**config.mk**
```make
export PLATFORM = sky130hd
export DESIGN_NAME = serial_word_shifter
export DESIGN_NICKNAME = d
export VERILOG_FILES = /design/src/rtl/serial_pkg.sv /design/src/rtl/piso_shift_reg.sv /design/src/rtl/serial_word_shifter.sv
export SDC_FILE = /design/constraint.sdc
export NUM_CORES = 1
export LEC_CHECK = 0
export CORE_ASPECT_RATIO = 0.75
export CORE_MARGIN = 10
export CORE_UTILIZATION = 43
export CTS_CLUSTER_SIZE = 14
export DETAILED_ROUTE_END_ITERATION = 10
export GPL_TIMING_DRIVEN = 0
export PLACE_DENSITY = 0.69
export SLEW_MARGIN = 30
export SYNTH_ARGS = -nofsm -noshare
export SYNTH_HDL_FRONTEND = slang
export SYNTH_SLANG_ARGS = --single-unit
```
**constraint.sdc**
```tcl
create_clock -name Clock -period 2.3 [get_ports Clock]
set_input_delay 0.46 -clock Clock [delete_from_list [all_inputs] [get_ports Clock]]
set_output_delay 0.46 -clock Clock [all_outputs]
set_load 0.01 [all_outputs]
```
**src/rtl/serial_pkg.sv**
```systemverilog
// Shared types and defaults for the serial word shifter and the run-of-ones
// detector that consumes its output.
package serial_pkg;

  typedef enum logic [1:0] {
    IDLE  = 2'd0,
    SHIFT = 2'd1,
    GAP   = 2'd2
  } state_t;

  localparam int   DEF_WIDTH      = 8;
  localparam bit   DEF_MSB_FIRST  = 1'b1;
  localparam logic DEF_IDLE_LEVEL = 1'b0;
  localparam int   DEF_GAP_BITS   = 1;

  // Counter width able to hold 0..n-1, never narrower than one bit.
  function automatic int cnt_w(input int n);
    return (n > 1) ? $clog2(n) : 1;
  endfunction

endpackage

```
**src/rtl/piso_shift_reg.sv**
```systemverilog
// Parallel-in / serial-out datapath. The head bit of a newly loaded word is
// presented combinationally on first_bit so the caller can register it in the
// same edge; the register keeps only the bits still to be sent, and next_bit
// is the bit that goes out on the following shift.
module piso_shift_reg #(
  parameter int WIDTH     = 8,
  parameter bit MSB_FIRST = 1'b1
) (
  input  logic             clk,
  input  logic             rst,
  input  logic             load_en,
  input  logic [WIDTH-1:0] load_data,
  input  logic             shift_en,
  output logic             first_bit,
  output logic             next_bit
);

  logic [WIDTH-1:0] sreg_q, sreg_d;

  generate
    if (MSB_FIRST) begin : g_msb
      assign first_bit = load_data[WIDTH-1];
      assign next_bit  = sreg_q[WIDTH-1];
      // Remaining bits stay left-justified; each shift moves the next one to the top.
      always_comb begin
        sreg_d = sreg_q;
        if (load_en)       sreg_d = {load_data[WIDTH-2:0], 1'b0};
        else if (shift_en) sreg_d = {sreg_q[WIDTH-2:0], 1'b0};
      end
    end else begin : g_lsb
      assign first_bit = load_data[0];
      assign next_bit  = sreg_q[0];
      // Remaining bits stay right-justified; each shift moves the next one to bit 0.
      always_comb begin
        sreg_d = sreg_q;
        if (load_en)       sreg_d = {1'b0, load_data[WIDTH-1:1]};
        else if (shift_en) sreg_d = {1'b0, sreg_q[WIDTH-1:1]};
      end
    end
  endgenerate

  // Datapath register, cleared asynchronously so an aborted word is dropped.
  always_ff @(posedge clk or posedge rst) begin
    if (rst) sreg_q <= '0;
    else     sreg_q <= sreg_d;
  end

endmodule

```
**src/rtl/serial_word_shifter.sv**
```systemverilog
// Serializes parallel words onto a single registered Data line, one bit per
// Enable strobe, followed by an idle gap so the downstream run counter clears.
module serial_word_shifter
  import serial_pkg::*;
#(
  parameter int   WIDTH      = DEF_WIDTH,
  parameter bit   MSB_FIRST  = DEF_MSB_FIRST,
  parameter logic IDLE_LEVEL = DEF_IDLE_LEVEL,
  parameter int   GAP_BITS   = DEF_GAP_BITS
) (
  input  logic             Clock,
  input  logic             Reset,
  input  logic [WIDTH-1:0] Load_Data,
  input  logic             Load_Valid,
  output logic             Load_Ready,
  input  logic             Enable,
  output logic             Data,
  output logic             Data_Valid,
  output logic             Busy,
  output logic             Done
);

  localparam int BW = cnt_w(WIDTH);
  localparam int GW = cnt_w(GAP_BITS + 1);
  localparam logic [BW-1:0] BIT_LAST = BW'(WIDTH - 1);
  localparam logic [GW-1:0] GAP_LAST = GW'((GAP_BITS > 0) ? GAP_BITS - 1 : 0);

  state_t          state_q, state_d;
  logic [BW-1:0]   bit_cnt_q, bit_cnt_d;
  logic [GW-1:0]   gap_cnt_q, gap_cnt_d;
  logic            data_q, data_d;
  logic            data_valid_q, data_valid_d;
  logic            done_q, done_d;
  logic            load_ready_q;
  logic            busy_q;
  logic            load_en, shift_en;
  logic            first_bit, next_bit;

  piso_shift_reg #(
    .WIDTH     (WIDTH),
    .MSB_FIRST (MSB_FIRST)
  ) u_piso (
    .clk       (Clock),
    .rst       (Reset),
    .load_en   (load_en),
    .load_data (Load_Data),
    .shift_en  (shift_en),
    .first_bit (first_bit),
    .next_bit  (next_bit)
  );

  // Next-state and next-output logic; Data holds unless a strobe moves it on.
  always_comb begin
    state_d      = state_q;
    bit_cnt_d    = bit_cnt_q;
    gap_cnt_d    = gap_cnt_q;
    data_d       = data_q;
    data_valid_d = data_valid_q;
    done_d       = 1'b0;
    load_en      = 1'b0;
    shift_en     = 1'b0;
    case (state_q)
      IDLE: begin
        data_d       = IDLE_LEVEL;
        data_valid_d = 1'b0;
        if (Load_Valid) begin
          load_en      = 1'b1;
          bit_cnt_d    = '0;
          data_d       = first_bit;
          data_valid_d = 1'b1;
          state_d      = SHIFT;
        end
      end
      SHIFT: begin
        if (Enable) begin
          if (bit_cnt_q == BIT_LAST) begin
            done_d       = 1'b1;
            data_d       = IDLE_LEVEL;
            data_valid_d = 1'b0;
            gap_cnt_d    = '0;
            state_d      = (GAP_BITS > 0) ? GAP : IDLE;
          end else begin
            shift_en  = 1'b1;
            data_d    = next_bit;
            bit_cnt_d = bit_cnt_q + BW'(1);
          end
        end
      end
      GAP: begin
        data_d       = IDLE_LEVEL;
        data_valid_d = 1'b0;
        if (Enable) begin
          if (gap_cnt_q == GAP_LAST) begin
            gap_cnt_d = '0;
            state_d   = IDLE;
          end else begin
            gap_cnt_d = gap_cnt_q + GW'(1);
          end
        end
      end
      default: begin
        state_d      = IDLE;
        data_d       = IDLE_LEVEL;
        data_valid_d = 1'b0;
      end
    endcase
  end

  // State and registered outputs; ready/busy are decoded from the next state
  // so they line up with the state they describe.
  always_ff @(posedge Clock or posedge Reset) begin
    if (Reset) begin
      state_q      <= IDLE;
      bit_cnt_q    <= '0;
      gap_cnt_q    <= '0;
      data_q       <= IDLE_LEVEL;
      data_valid_q <= 1'b0;
      done_q       <= 1'b0;
      load_ready_q <= 1'b1;
      busy_q       <= 1'b0;
    end else begin
      state_q      <= state_d;
      bit_cnt_q    <= bit_cnt_d;
      gap_cnt_q    <= gap_cnt_d;
      data_q       <= data_d;
      data_valid_q <= data_valid_d;
      done_q       <= done_d;
      load_ready_q <= (state_d == IDLE);
      busy_q       <= (state_d != IDLE);
    end
  end

  assign Data       = data_q;
  assign Data_Valid = data_valid_q;
  assign Done       = done_q;
  assign Load_Ready = load_ready_q;
  assign Busy       = busy_q;

endmodule

```
# Word level (Yosys, flattened, before mapping)
# Cells that the tools add are included.
[totals] regBits=19 latch_bits=0 ram_bits=0 rom_bits=0 in_bits=12 out_inout_bits=5 n_memories=0
[op_classes] add_sub_neg=2 multipliers=0 div_mod_pow=0 order_cmp=0 n_eq_ne=8 shift=0 n_mux=30 bitwise_logic=0 n_reduce_logical=9
[op_table] operator="8-bit two-way mux" count=2
[op_table] operator="1-bit two-way mux" count=15
[op_table] operator="2-bit two-way mux" count=5
[op_table] operator="2-bit inequality test (second input constant)" count=5
[op_table] operator="3-bit two-way mux" count=3
[op_table] operator="4-bit AND reduction" count=2
[op_table] operator="2-bit nonzero test" count=4
[op_table] operator="1-bit case mux with 2 select lines" count=3
[op_table] operator="2-bit case mux with 3 select lines" count=1
[op_table] operator="3-bit case mux with 2 select lines" count=1
[op_table] operator="2-bit zero test" count=2
[op_table] operator="3-bit by 1-bit adder with 3-bit output (second input constant)" count=1
[op_table] operator="3-bit == test (second input constant)" count=1
[op_table] operator="2-bit by 1-bit == test with 1-bit output (second input constant)" count=1
[op_table] operator="2-bit == test (second input constant)" count=1
[op_table] operator="2-bit AND reduction" count=1
[op_table] operator="1-bit adder (second input constant)" count=1

# Logic depth before layout (Yosys ltp)
# Gate-level depths: netlist of the first run.
[logic_depth] ltp_word=6 ltp_mapped=6

# By module
# Synthesis of the first run repeated with hierarchy kept, for this count alone.
[hier_totals] hier_cells=72 area_unflattened_um2=798.3
[by_module_without_submodules] module="serial_word_shifter" instances=1 cells_per_inst=40 area_each_um2=465.4 seq_area_each_um2=251.5
[by_module_without_submodules] module="piso_shift_reg" instances=1 cells_per_inst=32 area_each_um2=332.8 seq_area_each_um2=175.2

# Worst setup path after synthesis of the first run
# Ideal clock, no wire load.
[synth_path] path_type="reg2reg" start="register bit_cnt_q[0]" end="register bit_cnt_q[0]" t_arrival_ps=1494 required_time_ps=2179 setup_slack_ps=685 stages_incl_launch_ff=6 path_buffers=0 period_less_slack_ps=1615 cell_sequence="dfrtp_1 ha_1 ha_1 nor2b_1 mux2_2 a22o_1"
[synth_via] elab_chain_cells=4 elab_cells_between_ends=7 classes_between="add/sub: 1; eq/ne: 2; mux: 3; reduce/logical: 1"
[synth_rtl] item="from (decl)" line_no="serial_word_shifter.sv:29" rtl="logic [BW-1:0] bit_cnt_q, bit_cnt_d;"
[synth_rtl] item="from (signal assigned)" line_no="serial_word_shifter.sv:123" rtl="bit_cnt_q <= bit_cnt_d;"
[synth_rtl] item="3-bit by 1-bit adder with 3-bit output" line_no="serial_word_shifter.sv:85" rtl="bit_cnt_d = bit_cnt_q + BW'(1);"
[synth_rtl] item="3-bit two-way mux" line_no="serial_word_shifter.sv:76" rtl="if (bit_cnt_q == BIT_LAST) begin"
[synth_rtl] item="3-bit two-way mux" line_no="serial_word_shifter.sv:75" rtl="if (Enable) begin"
[synth_rtl] item="3-bit case mux with 2 select lines" line_no="serial_word_shifter.sv:62" rtl="case (state_q)"
# Parallel ways exist; a longest one is shown, timed or not. The select of a mux whose other input is x is not followed.
# A chain may end at the register's enable or synchronous reset.

# Final worst setup path of the first run
[layout_path] start="register load_ready_q (netlist: Load_Ready)" end="output port Load_Ready"
[layout_lines] item="from (decl)" line_no="serial_word_shifter.sv:34" rtl="logic load_ready_q;"
[layout_lines] item="from (signal assigned)" line_no="serial_word_shifter.sv:128" rtl="load_ready_q <= (state_d == IDLE);"
[layout_lines] item="to (decl)" line_no="serial_word_shifter.sv:15" rtl="output logic Load_Ready,"
# No word-level cell between the ends.

==> run_results.csv, run 1 <==
group,metric,value,unit
yosys,synth_top_cell_area_share,49.9,%
worst_setup_path,crit_buf_inv,1,
die,coreArea,0.00176,mm²
grt,grt_max_degree,18,
routing,dr.first_iter.drc_count,21,
timing,slew-limit-headroom,56.6,%
pwr,leakage,0.435,nW
worst_setup_path,cp_cell_sequence,"clkdlybuf4s50_1",
cts,clock_latency,0.29,ns
die,dieArea,0.00401,mm²
status,status,"finished clean",
final_layout,multi_input_area,335,µm²
die,die_h,57.4,µm
timing,tns,0,ns
yosys,synthFlopType,"dfrtp_1",
placement,io_buffers,16,
grt,grt_busiest_layer,"met2",
die,io-pin-count,17,
yosys,synth.net_count,84,
cts,clk_pin_slew,0.10,ns
cts,post_cts_buffers,0,
routing,dr_total_vias,600,
worst_setup_path,path_delay_family,"flip-flops",
cts,cts_tree,"built",
worst_setup_path,crit_path_max_fanout,1,
routing,drc,0,
timing,fmaxAchievable,553,MHz
cts,cts-hold-fix-buffers,0,
timing,drv_slew,0,
worst_setup_path,cp.required,1.84,ns
yosys,synth.most_common_cell,"dfrtp_1",
final_layout,n_fill_cell,148,
yosys,yosysWarningCount,0,
yosys,syn_inst,70,
worst_setup_path,cp-start-kind,"register",
pwr,peakVddDrop,679,µV
yosys,synth_edf_count,0,
die,num_rows,13,
worst_setup_path,slowest_delay,0.53,ns
placement,place_inst,108,
routing,post_drt_wl_per_cell,14.0,µm
timing,rsz0062_at_grt,"false",
grt,use_met3,4.15,%
final_layout,fin_nets,105,
final_layout,drive_gt1_share,12.2,%
placement,dpl.hpwl,1.20,mm
yosys,yosysTopAreaCell,"dfrtp_1",
timing,worst_pin_slew,0.650,ns
yosys,ys_seq_area_share,53.2,%
pwr,power_density,1100,mW/mm²
cts,h-tree-depth,1,
routing,drt_wl_total,1.57,mm
timing,finalWorstSetupSlack,0.490,ns
routing,postRouteAntennaNets,0,
flow_run,maxCapViolations,0,
grt,grtUsageTotal,8.49,%
timing,clock_skew,0.00937,ns
final_layout,regArea,427,µm²
cts,cts_root_buf,"clkbuf_4",
final_layout,num_antenna_cells,0,
yosys,async_flop_share,100,%
final_layout,syn_to_final_growth,26.8,%
cts,cts_buffers,3,
die,start_util,45.7,%
grt,grtUsageMet1,9.87,%
grt,overflow,0,
die,die_w,69.9,µm
timing,setup_viol,0,
routing,drt_pre_antenna_iters,2,
yosys,avgSynthCellArea,11.5,µm²
placement,dpl_worst_slack,0.269,ns
yosys,ys_ff_latch,17,
yosys,synth_cell_types,32,
timing,hold_viol,0,
placement,routabilityCongestion,0.730,
worst_setup_path,crit_path_top_delay_cell,"dfstp_2",
hold_path,hold_class,"register to register",
yosys,synth_area_leaders,"dfrtp_1 50%, o22a_1 5.5%, o21a_1 4.7%",
grt,grt_antenna_before_repair,0,
cts,post_cts_resized,0,
cts,cts_sinks,17,
worst_setup_path,endpoint_kind,"output pin",
timing,final.min_clock_period,1.81,ns
yosys,netlist_area,802,µm²
timing,post-route-period-util,78.7,%
cts,clockBufferDepth,2,
routing,routed_via_density,5.36,
worst_setup_path,worstPathArrival,1.35,ns
worst_setup_path,critPathKind,"register to output pin",
grt,grt_pass1_vias,609,
yosys,synth_commonest_cells,"16 x dfrtp_1, 7 x nand2_1, 5 x o21a_1, 5 x o22a_1, 4 x inv_1",
grt,grt_pass1_wl,2.82,mm
final_layout,fin_cells,112,
grt,use_met2,13.0,%
-- kinds of logic after synthesis --
kind of cell / share of synthesized area [%]
simple gates: 15.4
fa+ha+maj: 3.12
mux: 1.40
flops: 53.2
buf+inv: 4.99
compound gates: 21.8
-- through the flow --
step                utilization, %  cell area, µm²  total power, mW  hold WS, ns
finish                        57.9            1020             1.11        0.502
global route                  57.9            1020             1.21        0.522
CTS                           57.9            1020             1.13        0.508
detailed placement            56.3             990            0.964        0.484
global placement              56.3             990            0.956        0.479
floorplan                        -             802            0.817        0.385
-- cell type report --
cell class | instances | area share (%)
Sequential cell | 17 | 41.9
Timing Repair Buffer | 16 | 15.7
Inverter | 4 | 1.48
Clock buffer | 3 | 2.21
Clock inverter | 1 | 0.492
Tap cell | 22 | 2.71
Multi-Input combinational cell | 45 | 33.0
Buffer | 4 | 2.46
-- sequential cells by signal, summed over array words and instances (netlist names) --
signal         cells
state_q            2
Done               1
u_piso.sreg_q      7
Data               1
Load_Ready         1
Data_Valid         1
Busy               1
bit_cnt_q          3
-- report_power, final --
part | total (mW) | internal [mW] | switching [mW]
clock network | 0.160 | 0.0647 | 0.0950
registers | 0.489 | 0.421 | 0.0686
logic | 0.465 | 0.256 | 0.209
-- routing by layer --
layer	wire length, µm	vias up
li1	-	297
met1	767	284
met2	682	15
met3	85	4
met4	34	0
met5	0	-
-- placed cells by master, fill, tap and decap left out, types with 2 or more instances in the layout --
master            n
o211ai_1          2
o22a_1            5
ha_1              2
inv_1             4
a21oi_1           2
nor2_1            2
nand2_1           7
o21a_1            5
dfrtp_1          16
or2b_1            2
buf_2             2
clkbuf_4          3
clkdlybuf4s50_1  16
-- worst paths after layout --
path / start / to / slack (ns) / cells past startpoint
setup / recovery: Load_Ready / Load_Ready / 0.49 / 1
hold / removal: u_piso.sreg_q[5] / u_piso.sreg_q[5] / 0.50 / 1
setup reg to reg: bit_cnt_q[0] / u_piso.sreg_q[2] / 0.52 / 5
hold reg to reg: u_piso.sreg_q[5] / u_piso.sreg_q[5] / 0.50 / 1
max in group asynchronous: Reset / u_piso.sreg_q[5] / 1.32 / 2
min in group asynchronous: Reset / Busy / 0.55 / 2
No activity file was read; power rests on OpenSTA's default activity.
==> inputs of run 2 (changes only) <==
- clock period: 2.3 -> 1.7 ns (I/O delays scaled with it)
==> run_results.csv, run 2 (synthesis results as in run 1) <==
group,metric,value,unit
status,status,"finished clean",
grt,grt_pass1_wl,2.89,mm
routing,dr.first_iter.drc_count,18,
worst_setup_path,critPathKind,"register to register",
pwr,peakVddDrop,876,µV
cts,h-tree-depth,1,
timing,hold_viol,0,
timing,drv_slew,0,
cts,cts_root_buf,"clkbuf_4",
cts,cts_tree,"built",
placement,io_buffers,16,
die,start_util,45.7,%
cts,clockBufferDepth,2,
final_layout,largest_register_ffs,7,
routing,drt_pre_antenna_iters,3,
routing,drc,0,
worst_setup_path,startpoint,"bit_cnt_q[0]",
die,die_w,69.9,µm
worst_setup_path,cp.required,1.88,ns
timing,setup_viol,0,
placement,place_area,990,µm²
timing,clock_skew,0.00696,ns
routing,postRouteAntennaNets,0,
routing,drt_wl_total,1.66,mm
final_layout,top_register,"u_piso.sreg_q",
worst_setup_path,r2r-start,"bit_cnt_q[0]",
timing,post-route-period-util,97.1,%
die,die_h,57.4,µm
cts,cts_buffers,3,
final_layout,n_fill_cell,150,
final_layout,syn_to_final_growth,32.0,%
worst_setup_path,endpoint_kind,"register",
worst_setup_path,worstPathArrival,1.83,ns
die,num_rows,13,
worst_setup_path,rrSetupSlack,0.05,ns
final_layout,postLayoutCellArea,0.00106,mm²
worst_setup_path,endpoint,"bit_cnt_q[0]",
grt,grt_pass1_vias,626,
cts,cts-hold-fix-buffers,0,
timing,fmaxAchievable,606,MHz
final_layout,top_regs,"u_piso.sreg_q x7, bit_cnt_q x3, state_q x2",
worst_setup_path,crit_cells,5,
final_layout,multi_input_area,353,µm²
timing,worst_pin_slew,0.658,ns
placement,routabilityCongestion,0.730,
cts,clk_pin_slew,0.10,ns
routing,routed_via_density,5.25,
timing,final.min_clock_period,1.65,ns
placement,dpl.hpwl,1.20,mm
grt,grt_max_degree,18,
flow_run,maxCapViolations,0,
worst_setup_path,cp_cell_sequence,"ha_1, ha_2, nor2b_2, mux2_2, a22o_1",
final_layout,drive_gt1_share,19.4,%
pwr,leakage,0.457,nW
die,coreArea,0.00176,mm²
final_layout,regArea,427,µm²
grt,grtUsageTotal,8.67,%
routing,dr_total_vias,604,
pwr,power_density,1480,mW/mm²
worst_setup_path,path_delay_family,"adder cells",
worst_setup_path,reg2reg_to,"bit_cnt_q[0]",
die,io-pin-count,17,
worst_setup_path,r2r_cells,5,
grt,overflow,0,
worst_setup_path,crit_path_max_fanout,5,
worst_setup_path,cp-start-kind,"register",
final_layout,final_common_cell,"dfrtp_1",
cts,clock_latency,0.29,ns
cts,cts_sinks,17,
worst_setup_path,crit_path_top_delay_cell,"dfrtp_1",
die,dieArea,0.00401,mm²
final_layout,final_cell_mix,"16 x dfrtp_1, 15 x clkdlybuf4s50_1, 7 x nand2_1",
routing,post_drt_wl_per_cell,14.5,µm
hold_path,hold_class,"input port to asynchronous set/reset pin",
worst_setup_path,slowest_delay,0.42,ns
final_layout,fin_util,60.3,%
final_layout,num_antenna_cells,0,
grt,grt_antenna_before_repair,0,
final_layout,fin_nets,108,
worst_setup_path,crit_buf_inv,0,
timing,slew-limit-headroom,56.1,%
run 2: repair_timing:
item                                    CTS  global route
endpoints found under the setup margin    3             8
gates resized for setup                   3             4
endpoints found under the hold margin     0             0
setup buffers                             2             1
run 2: worst min-delay path by stage:
stage,from,to,cells after the start
after floorplan,Reset,Busy,1
after global placement,u_piso.sreg_q[5],u_piso.sreg_q[5],1
after detailed placement,u_piso.sreg_q[4],u_piso.sreg_q[4],1
after CTS,Reset,Busy,2
after global routing,Reset,Busy,2
final,Reset,Busy,2
run 2: power breakdown:
part	switching (mW)	total, mW	internal, mW
Clock	0.128	0.215	0.0875
Sequential	0.0905	0.660	0.569
Combinational	0.302	0.687	0.385
Total	0.520	1.56	1.04
run 2: layout make-up:
| type | instances | area share, % |
|---|---|---|
| Inverter | 4 | 1.42 |
| Clock buffer | 3 | 2.13 |
| Multi-Input combinational cell | 45 | 33.3 |
| Tap cell | 22 | 2.60 |
| Timing Repair Buffer | 19 | 17.1 |
| Clock inverter | 1 | 0.473 |
| Sequential cell | 17 | 40.3 |
| Buffer | 4 | 2.60 |
run 2: metal layers:
| metal | part of all wire [%] | up-vias | GRT usage (%) |
|---|---|---|---|
| met5 | 0 | - | 0 |
| met4 | 2.5 | 0 | 3.65 |
| met3 | 5.0 | 4 | 4.15 |
| met2 | 44 | 13 | 13.5 |
| met1 | 48 | 282 | 9.97 |
| li1 | - | 305 | - |
run 2: through the flow:
stage / total power [mW] / std cells / hold WS (ns) / setup WS (ns) / TNS (ns)
global placement: 1.29 / 108 / 0.479 / -0.165 / -1.09
global route: 1.70 / 115 / 0.498 / -0.0141 / -0.0169
CTS: 1.54 / 114 / 0.455 / 0.0235 / 0
floorplan: 1.11 / 70 / 0.265 / 0.0848 / 0
finish: 1.56 / 115 / 0.435 / 0.0498 / 0
detailed placement: 1.30 / 108 / 0.484 / -0.211 / -1.22
